File: config.mk
export PLATFORM = sky130hd
export DESIGN_NAME = serial_compare_ctrl
export DESIGN_NICKNAME = d
export VERILOG_FILES = /design/src/rtl/serial_compare_ctrl.sv
export SDC_FILE = /design/constraint.sdc
export NUM_CORES = 1
export LEC_CHECK = 0
export BUFFER_PORTS_ARGS = -buffer_cell sky130_fd_sc_hd__buf_2
export CAP_MARGIN = 0
export CORE_MARGIN = 1.5
export CORE_UTILIZATION = 45
export CTS_BUF_LIST = sky130_fd_sc_hd__clkbuf_16
export DETAILED_ROUTE_END_ITERATION = 16
export PLACE_DENSITY_LB_ADDON = 0.2
export SYNTH_ARGS = -nofsm -noshare
export SYNTH_HDL_FRONTEND = slang
export SYNTH_SLANG_ARGS = --single-unit
File: constraint.sdc
create_clock -name clk -period 2.2 [get_ports clk]
set_clock_uncertainty 0.15 [all_clocks]
set_input_delay 0 -clock clk [delete_from_list [all_inputs] [get_ports clk]]
set_output_delay 0 -clock clk [all_outputs]
set_load 0.005 [all_outputs]
File: src/rtl/serial_compare_ctrl.sv
// serial_compare_ctrl: bit-serial, MSB-first unsigned magnitude compare of two
// WIDTH-bit operands with a valid/ready handshake on each side.
// Optional build macro: SERIAL_COMPARE_EARLY_EXIT_EN -- when defined, the scan
// stops on the first differing bit instead of always running WIDTH bits.

module magnitude_comparator (
  input  logic a,
  input  logic b,
  output logic a_gt,
  output logic a_eq,
  output logic a_lt
);
  assign a_gt = a & ~b;
  assign a_eq = ~(a ^ b);
  assign a_lt = ~a & b;
endmodule

module serial_compare_ctrl #(
  parameter int WIDTH = 8
) (
  input  logic             clk,
  input  logic             rst,
  input  logic             in_valid,
  output logic             in_ready,
  input  logic [WIDTH-1:0] a_in,
  input  logic [WIDTH-1:0] b_in,
  output logic             out_valid,
  input  logic             out_ready,
  output logic             a_greater_b,
  output logic             a_equal_b,
  output logic             a_lower_b,
  output logic             busy
);

  localparam int IDX_W = (WIDTH > 1) ? $clog2(WIDTH) : 1;
  localparam logic [IDX_W-1:0] IDX_MAX = IDX_W'(WIDTH - 1);

  typedef enum logic [1:0] {S_IDLE, S_SHIFT, S_DONE} state_t;
  typedef enum logic [1:0] {R_EQ, R_GT, R_LT} res_t;

  state_t           state, state_nxt;
  res_t             res;
  logic [IDX_W-1:0] idx;
  logic [WIDTH-1:0] a_p0, b_p0;
  logic             bit_gt, bit_eq, bit_lt;
  logic             accept, last_bit, early_exit;

  // Single 1-bit comparator, walked across the latched operands by idx
  magnitude_comparator u_cmp (
    .a    (a_p0[idx]),
    .b    (b_p0[idx]),
    .a_gt (bit_gt),
    .a_eq (bit_eq),
    .a_lt (bit_lt)
  );

  assign accept   = in_valid & in_ready;
  assign last_bit = (idx == '0);

`ifdef SERIAL_COMPARE_EARLY_EXIT_EN
  // The first differing bit already decides the result; stop scanning there.
  assign early_exit = (res == R_EQ) & ~bit_eq;
`else
  assign early_exit = 1'b0;
`endif

  // State register; reset discards any job in flight
  always_ff @(posedge clk) begin
    if (rst) state <= S_IDLE;
    else     state <= state_nxt;
  end

  // Next-state and output decode; reset also masks in_ready combinationally
  always_comb begin
    state_nxt   = state;
    in_ready    = 1'b0;
    out_valid   = 1'b0;
    busy        = 1'b0;
    a_greater_b = 1'b0;
    a_equal_b   = 1'b0;
    a_lower_b   = 1'b0;
    case (state)
      S_IDLE: begin
        in_ready = ~rst;
        if (in_valid && !rst) state_nxt = S_SHIFT;
      end
      S_SHIFT: begin
        busy = 1'b1;
        if (last_bit || early_exit) state_nxt = S_DONE;
      end
      S_DONE: begin
        busy        = 1'b1;
        out_valid   = 1'b1;
        a_greater_b = (res == R_GT);
        a_equal_b   = (res == R_EQ);
        a_lower_b   = (res == R_LT);
        if (out_ready) state_nxt = S_IDLE;
      end
      default: state_nxt = S_IDLE;
    endcase
  end

  // Operand capture on accept only; contents are don't-care until then
  always_ff @(posedge clk) begin
    if (accept) begin
      a_p0 <= a_in;
      b_p0 <= b_in;
    end
  end

  // Bit index and sticky result: first inequality wins, idx saturates at 0
  always_ff @(posedge clk) begin
    if (rst) begin
      idx <= IDX_MAX;
      res <= R_EQ;
    end else if (accept) begin
      idx <= IDX_MAX;
      res <= R_EQ;
    end else if (state == S_SHIFT) begin
      if (!last_bit) idx <= idx - 1'b1;
      if (res == R_EQ && !bit_eq) begin
        case ({bit_gt, bit_lt})
          2'b10:   res <= R_GT;
          2'b01:   res <= R_LT;
          default: res <= res;
        endcase
      end
    end
  end

endmodule

==> run metrics, run 1 <==
status finished clean; fmax 486 MHz; sequential fraction of the synthesis area 58.0%; final RePlAce weighted congestion 0.718; max_slew headroom 64.6%; Worst VDD drop 0.596 mV; Initial Util 47.9%; number of setup buffers added after CTS 0; TNS Setup 0 ns; routed wire length 2140 um; met3 usage 3.16%; commonest cells after routing, fill and taps aside buf_2, dlygate4sd3_1, edfxtp_1; DP HPWL 1270 um; Worst Path Max Fanout 3; CP endpoint res[1]; met1 GRT Util 22.5%; FF-to-FF Start idx[2]; min Tclk post-route 2.06 ns; largest net degree at the start of global routing 17; Routed wire per std cell 14.3 um; Most used DFF post-synth edfxtp_1; pwr/cell area 870 mW/mm2; worst-margin pin slew 0.531 ns; area growth from synthesis to layout 40.6%; Gate Count Post-Synth 73; P_sw 0.351 mW; via count 760; setup repair after global routing missed its margin no; vias per cell 5.07; Hold Crit Class in2reg; TritonCTS clock tree yes; internal cell power 0.956 mW; total power 1.31 mW; cell area after synthesis 0.00107 mm2; First-pass DRT Iterations 4; met2 Track Usage GR 31.4%; number of warnings issued by yosys 0; final hold vios 0; EDFF count, synth 16; Syn Area/Cell 14.7 um2; full die area 0.00268 mm2; DRC 0; I/O Pins 26; Rows 17; Net Count, Synth 100; critical path launch point idx[2]; CP startpoint kind flop; CP required 2.25 ns; fraction of registers with async set/reset 0%; TritonCTS buffer count 3; Netlist cell types 25; vias in the first global route 771; CTS clk-pin slew, worst paths 0.06 ns; sw frac 26.9%; Max-Cap Viols 0; Worst Reg-to-Reg Cells 5; Clock power frac 29.6%; period utilization 93.5%; GRT overflow 0; Comb power frac 26.3%; layout cell share with drive strength beyond 1 27.9%; clk sinks 23; chip height 51.8 um; DRT iter0 DRCs 8; Skew-Pair Late Insertion Delay 0.25 ns; remaining antenna violation count after routing 0; H-tree levels 1; Seq cells post-synth 23; crit path DAT 2.10 ns; busiest grt layer met2; sequential power share 44.1%; gr usage total 19.0%; first-pass GRT wire length 3510 um; # port buffers 25; Setup CP Type reg2reg; Clock Path Buffers 2; antenna violations before repair 0; Critical R2R Capture res[1]; Leak 0.677 nW; crit end category flop; Core Area 0.00223 mm2; Fillers 169; final slew viol count 0; clk root buf clkbuf_16; Reg2Reg Setup Slack 0.14 ns; Antenna diodes 0; Die X 51.8 um; final setup fails 0; commonest non-fill, non-tap cell in the layout buf_2; final-stage net count 150
## cell usage after synthesis, types with 2 or more instances
master    instances  area [um2]
nand2b_1          4        25.0
dfxtp_1           7         140
ha_1              7        87.6
mux4_1            4         105
o21ai_0           3        15.0
and3b_1           2        17.5
nand2_1           3        11.3
o21a_1            2        15.0
inv_1             7        26.3
edfxtp_1         16         480
nand3_1           2        10.0
mux2i_1           3        30.0
## cell type report
cell class                      instances  area [um2]  area share (%)
Timing Repair Buffer                   46         330            22.0
Clock inverter                          1        3.75           0.250
Multi-Input combinational cell         42         412            27.4
Inverter                                7        26.3            1.75
Tap cell                               28        35.0            2.33
Clock buffer                            3        75.1            4.99
Sequential cell                        23         622            41.3
## sequential cells by signal, indices dropped and copies added (netlist names)
register / count
res: 2
a_p0: 8
b_p0: 8
idx: 3
state: 2
## how the worst min path moves through the flow
stage | start | slack [ns] | cells past startpoint | end
2_1_floorplan | rst | -0.11 | 1 | in_ready
3_3_place_gp | a_in[1] | 0.03 | 1 | a_p0[1]
3_5_place_dp | a_in[0] | 0.03 | 1 | a_p0[0]
4_1_cts | out_ready | 0.06 | 4 | state[1]
5_1_grt | out_ready | 0.10 | 4 | state[0]
6_report | out_ready | 0.06 | 4 | state[1]
## cells by family after synthesis
| kind of cell | synth area share (%) |
|---|---|
| flops | 58.0 |
| fa+ha+maj | 8.19 |
| mux | 12.6 |
| compound gates | 5.61 |
| buf+inv | 3.51 |
| simple gates | 12.0 |
## layer usage
| layer | vias up | routed length (um) |
|---|---|---|
| met1 | 358 | 905 |
| met4 | 0 | 57 |
| met3 | 6 | 93 |
| met2 | 23 | 1080 |
| met5 | - | 0 |
| li1 | 373 | - |
## power by group through the flow
stage	clock network [mW]	registers, mW	logic, mW
finish	0.387	0.577	0.344
global route	0.409	0.585	0.389
CTS	0.390	0.574	0.343
detailed placement	0	0.583	0.312
global placement	0	0.580	0.300
floorplan	0	0.569	0.223
## critical path, stage by stage, from the launching register on
cell	delay (ns)
dfxtp_1	0.39
mux4_1	0.58
mux2i_1	0.17
ha_1	0.26
nor4b_1	0.30
o21a_1	0.15
## timing repair
action	4_1_cts	5_1_grt
endpoints found under the hold margin	23	0
endpoints found under the setup margin	0	1
hold buffers	19	0
gates resized for setup	0	1
## through the flow
stage / hold slack, ns / worst slack [ns] / utilization [%] / std cells / area (um2)
after floorplan: -0.115 / 0.258 / - / 73 / 1070
after global placement: 0.0263 / 0.181 / 55.2 / 127 / 1230
after detailed placement: 0.0281 / 0.0940 / 55.2 / 127 / 1230
after CTS: 0.0551 / 0.0836 / 67.3 / 150 / 1500
after global routing: 0.103 / 0.00341 / 67.3 / 150 / 1500
final: 0.0619 / 0.144 / 67.3 / 150 / 1500
No activity file was read; power rests on OpenSTA's default activity.
==> inputs of run 2 (changes only) <==
--- a/config.mk
+++ b/config.mk
@@ -5,6 +5,7 @@
 export SDC_FILE = /design/constraint.sdc
 export NUM_CORES = 1
 export LEC_CHECK = 0
+export ABC_AREA = 1
 export BUFFER_PORTS_ARGS = -buffer_cell sky130_fd_sc_hd__buf_2
 export CAP_MARGIN = 0
 export CORE_MARGIN = 1.5
==> run metrics, run 2 <==
status finished clean; Reg2Reg Setup Slack 0.41 ns; period utilization 81.2%; post-CTS sizing 0; first-pass GRT wire length 3530 um; Gate Count Post-Synth 114; commonest non-fill, non-tap cell in the layout buf_2; Net Count, Synth 141; Fillers 194; # port buffers 25; DRT iter0 DRCs 16; Routed wire per std cell 11.4 um; antenna violations before repair 0; full die area 0.00273 mm2; crit path DAT 1.82 ns; number of warnings issued by yosys 0; Non-Filler Instances 188; CP required 2.24 ns; H-tree levels 1; share of the synthesized area in the top cell type 44.0%; First-pass DRT Iterations 2; fmax 560 MHz; final setup fails 0; CP startpoint kind flop; EDFF count, synth 16; CP endpoint res[0]; final-stage net count 188; gr usage total 18.1%; routed wire length 2140 um; critical path launch point idx[0]; Worst VDD drop 0.667 mV; layout cell share with drive strength beyond 1 23.8%; sequential fraction of the synthesis area 56.8%; Most used DFF post-synth edfxtp_1; pwr/cell area 1030 mW/mm2; I/O Pins 26; final slew viol count 0; largest net degree at the start of global routing 17; Netlist cell types 19; Die X 52.3 um; max_slew headroom 75.6%; vias in the first global route 870; fraction of registers with async set/reset 0%; Commonest cells post-synth nor2_1, edfxtp_1, inv_1, nand2_1; Initial Util 48.4%; WHS Path Cells 5; TNS Setup 0 ns; Seq cells post-synth 23; TritonCTS clock tree yes; setup repair after global routing missed its margin no; Hold Crit Class in2reg; remaining antenna violation count after routing 0; clk sinks 23; area growth from synthesis to layout 37.9%; Syn Area/Cell 9.58 um2; commonest cells after routing, fill and taps aside buf_2, nor2_1, dlygate4sd3_1; placed cells 167; DP HPWL 1440 um; chip height 52.3 um; Clock Path Buffers 2; largest cells by area after synthesis edfxtp_1, dfxtp_1, ha_1; clk root buf clkbuf_16; DRC 0; Synth area leader edfxtp_1; worst-margin pin slew 0.365 ns; Max-Cap Viols 0; FF-to-FF Start idx[0]; Worst Reg-to-Reg Cells 9; cell area after synthesis 0.00109 mm2; Top Registers a_p0 (8), b_p0 (8), idx (3); Skew-Pair Late Insertion Delay 0.25 ns; crit end category flop; Antenna diodes 0; vias per cell 4.66; CTS clk-pin slew, worst paths 0.06 ns; Rows 17; via count 877; GRT overflow 0; min Tclk post-route 1.79 ns; Worst Path Max Fanout 11; count leader, synth nor2_1; Critical R2R Capture res[0]; # hold bufs at CTS 17; final RePlAce weighted congestion 0.809; final hold vios 0; Leak 0.689 nW; TritonCTS buffer count 3; Worst Hold Launch out_ready; Core Area 0.00225 mm2; Setup CP Type reg2reg; number of setup buffers added after CTS 0
-- run 2: how the worst min path moves through the flow --
stage | to | slack [ns]
after global routing | state[1] | 0.05
after floorplan | in_ready | -0.12
after detailed placement | a_p0[0] | 0.03
after CTS | state[1] | 0.01
after global placement | a_p0[5] | 0.03
final | state[1] | 0.01
-- run 2: cells by family (layout without fill, tap and decap cells) --
kind of cell    Yosys count  count (layout)  synth area share, %
flops                    23              23                 56.8
buf+inv                  20              66                 7.79
compound gates           15              15                 7.22
fa+ha+maj                 7               7                 8.02
simple gates             49              49                 20.2
-- run 2: cell type report --
cell class                 count  area, um2  area share, %
sequential                    23        621           41.2
multi-input combinational     71        392           26.0
timing repair buffer          43        303           20.1
clock buffer                   3       75.1           4.98
inverter                      19       73.8           4.90
tap                           28       35.0           2.33
clock inverter                 1       7.51          0.498
-- run 2: power by group --
group / switching, mW / internal, mW
Sequential: 0.0519 / 0.550
Combinational: 0.329 / 0.226
Clock: 0.147 / 0.246
-- run 2: stage by stage --
step / power [mW] / hold slack [ns] / util, % / area [um2] / worst slack (ns)
final: 1.55 / 0.0125 / 66.8 / 1510 / 0.414
after global routing: 1.68 / 0.0487 / 66.8 / 1510 / 0.220
after CTS: 1.56 / 0.0127 / 66.8 / 1510 / 0.394
after detailed placement: 1.14 / 0.0281 / 55.6 / 1250 / 0.396
after global placement: 1.11 / 0.0259 / 55.6 / 1250 / 0.512
after floorplan: 0.996 / -0.119 / - / 1100 / 0.360
-- run 2: worst max-delay path, stage by stage, from the launching register on --
cell and delay [ns]:
dfxtp_1 0.54, inv_4 0.11, o21ai_0 0.17, nand2_1 0.07
nand2_1 0.06, nand2_1 0.05, ha_1 0.26, inv_1 0.07
nand4_1 0.09, a21oi_1 0.14
-- run 2: metal layers --
metal / share of wire [%] / track usage (%) / up-vias
met5: 0 / 0 / -
met4: 0.75 / 5.13 / 0
met3: 3.2 / 6.00 / 2
met2: 50 / 32.9 / 13
met1: 46 / 20.0 / 394
li1: - / - / 468
==> inputs of run 3 (changes only) <==
==> constraint.sdc (replaced) <==
create_clock -name clk -period 1.8 [get_ports clk]
set_clock_uncertainty 0.15 [all_clocks]
set_input_delay 0 -clock clk [delete_from_list [all_inputs] [get_ports clk]]
set_output_delay 0 -clock clk [all_outputs]
set_load 0.005 [all_outputs]
==> run metrics, run 3 (synthesis gave the netlist of run 2 again) <==
Rows 17; final setup fails 0; number of setup buffers added after CTS 0; Worst Path Max Fanout 11; Final WS setup 0.209 ns; Top Registers a_p0 (8), b_p0 (8), idx (3); area growth from synthesis to layout 38.6%; Fillers 191; crit path DAT 1.63 ns; DRT iter0 DRCs 35; remaining antenna violation count after routing 0; gr usage total 18.6%; pwr/cell area 1250 mW/mm2; Core Area 0.00225 mm2; Leak 0.696 nW; clk root buf clkbuf_16; TritonCTS clock tree yes; Max-Cap Viols 0; I/O Pins 26; H-tree levels 1; # port buffers 25; status finished clean; setup repair after global routing missed its margin no; Skew-Pair Late Insertion Delay 0.25 ns; commonest cells after routing, fill and taps aside buf_2, nor2_1, inv_1, dlygate4sd3_1, edfxtp_1; chip height 52.3 um; crit end category flop; commonest non-fill, non-tap cell in the layout buf_2; Antenna diodes 0; Routed wire per std cell 11.1 um; routed wire length 2090 um; clk sinks 23; final-stage net count 188; worst-margin pin slew 0.325 ns; max_slew headroom 78.2%; first-pass GRT wire length 3610 um; final slew viol count 0; TNS Setup 0 ns; Hold Crit Class in2reg; Initial Util 48.4%; CTS clk-pin slew, worst paths 0.06 ns; final RePlAce weighted congestion 0.846; First-pass DRT Iterations 4; Worst VDD drop 0.703 mV; CP required 1.84 ns; CP startpoint kind flop; pre-CTS setup slack 0.0446 ns; Setup CP Type reg2reg; largest net degree at the start of global routing 17; DRC 0; DP HPWL 1440 um; antenna violations before repair 0; final hold vios 0; period utilization 88.4%; TritonCTS buffer count 3; GRT overflow 0; via count 915; full die area 0.00273 mm2; vias per cell 4.87; layout cell share with drive strength beyond 1 24.4%; fmax 629 MHz; Die X 52.3 um; min Tclk post-route 1.59 ns; vias in the first global route 905; Clock Path Buffers 2
run 3: path summary, 6_finish.rpt:
path	from	end	slack, ns	cells past startpoint
setup reg to reg	idx[0]	res[0]	0.21	9
hold / removal	out_ready	state[1]	0.02	5
hold reg to reg	res[0]	res[0]	0.37	2
setup / recovery	idx[0]	res[0]	0.21	9
run 3: cell type report:
class                           instances  area [um2]  area share, %
Sequential cell                        23         626           41.3
Multi-Input combinational cell         71         398           26.3
Timing Repair Buffer                   43         303           20.0
Clock buffer                            3        75.1           4.96
Inverter                               19        73.8           4.88
Tap cell                               28        35.0           2.31
Clock inverter                          1        3.75          0.248
run 3: metrics by stage:
stage	hold WS [ns]	std cells	power (mW)	util (%)	cell area, um2
after detailed placement	0.0281	167	1.39	55.9	1260
after CTS	0.0122	188	1.90	66.9	1510
after global placement	0.0259	167	1.37	55.9	1260
after global routing	0.0601	188	2.05	67.1	1510
after floorplan	-0.119	114	1.23	-	1100
final	0.0182	188	1.89	67.1	1510
run 3: critical path: stages, from the launching register on:
cell     delay, ns
dfxtp_4       0.41
inv_4         0.08
o21ai_1       0.16
nand2_1       0.07
nand2_1       0.06
nand2_1       0.05
ha_1          0.26
inv_1         0.07
nand4_1       0.09
a21oi_1       0.12
run 3: layer usage:
layer,part of all wire (%),up-vias,track usage [%]
met5,0,-,0
met4,3.0,0,10.3
met3,3.6,7,4.57
met2,49,22,31.0
met1,44,416,21.8
li1,-,470,-
run 3: power by group:
| group | internal (mW) | switching, mW |
|---|---|---|
| clock | 0.296 | 0.166 |
| sequential | 0.677 | 0.0624 |
| combinational | 0.276 | 0.410 |
| total | 1.25 | 0.638 |
run 3: what timing repair did:
item,4_1_cts,5_1_grt
hold buffers,17,0
setup endpoints to repair,0,2
gates resized for setup,0,5
endpoints found under the hold margin,18,0
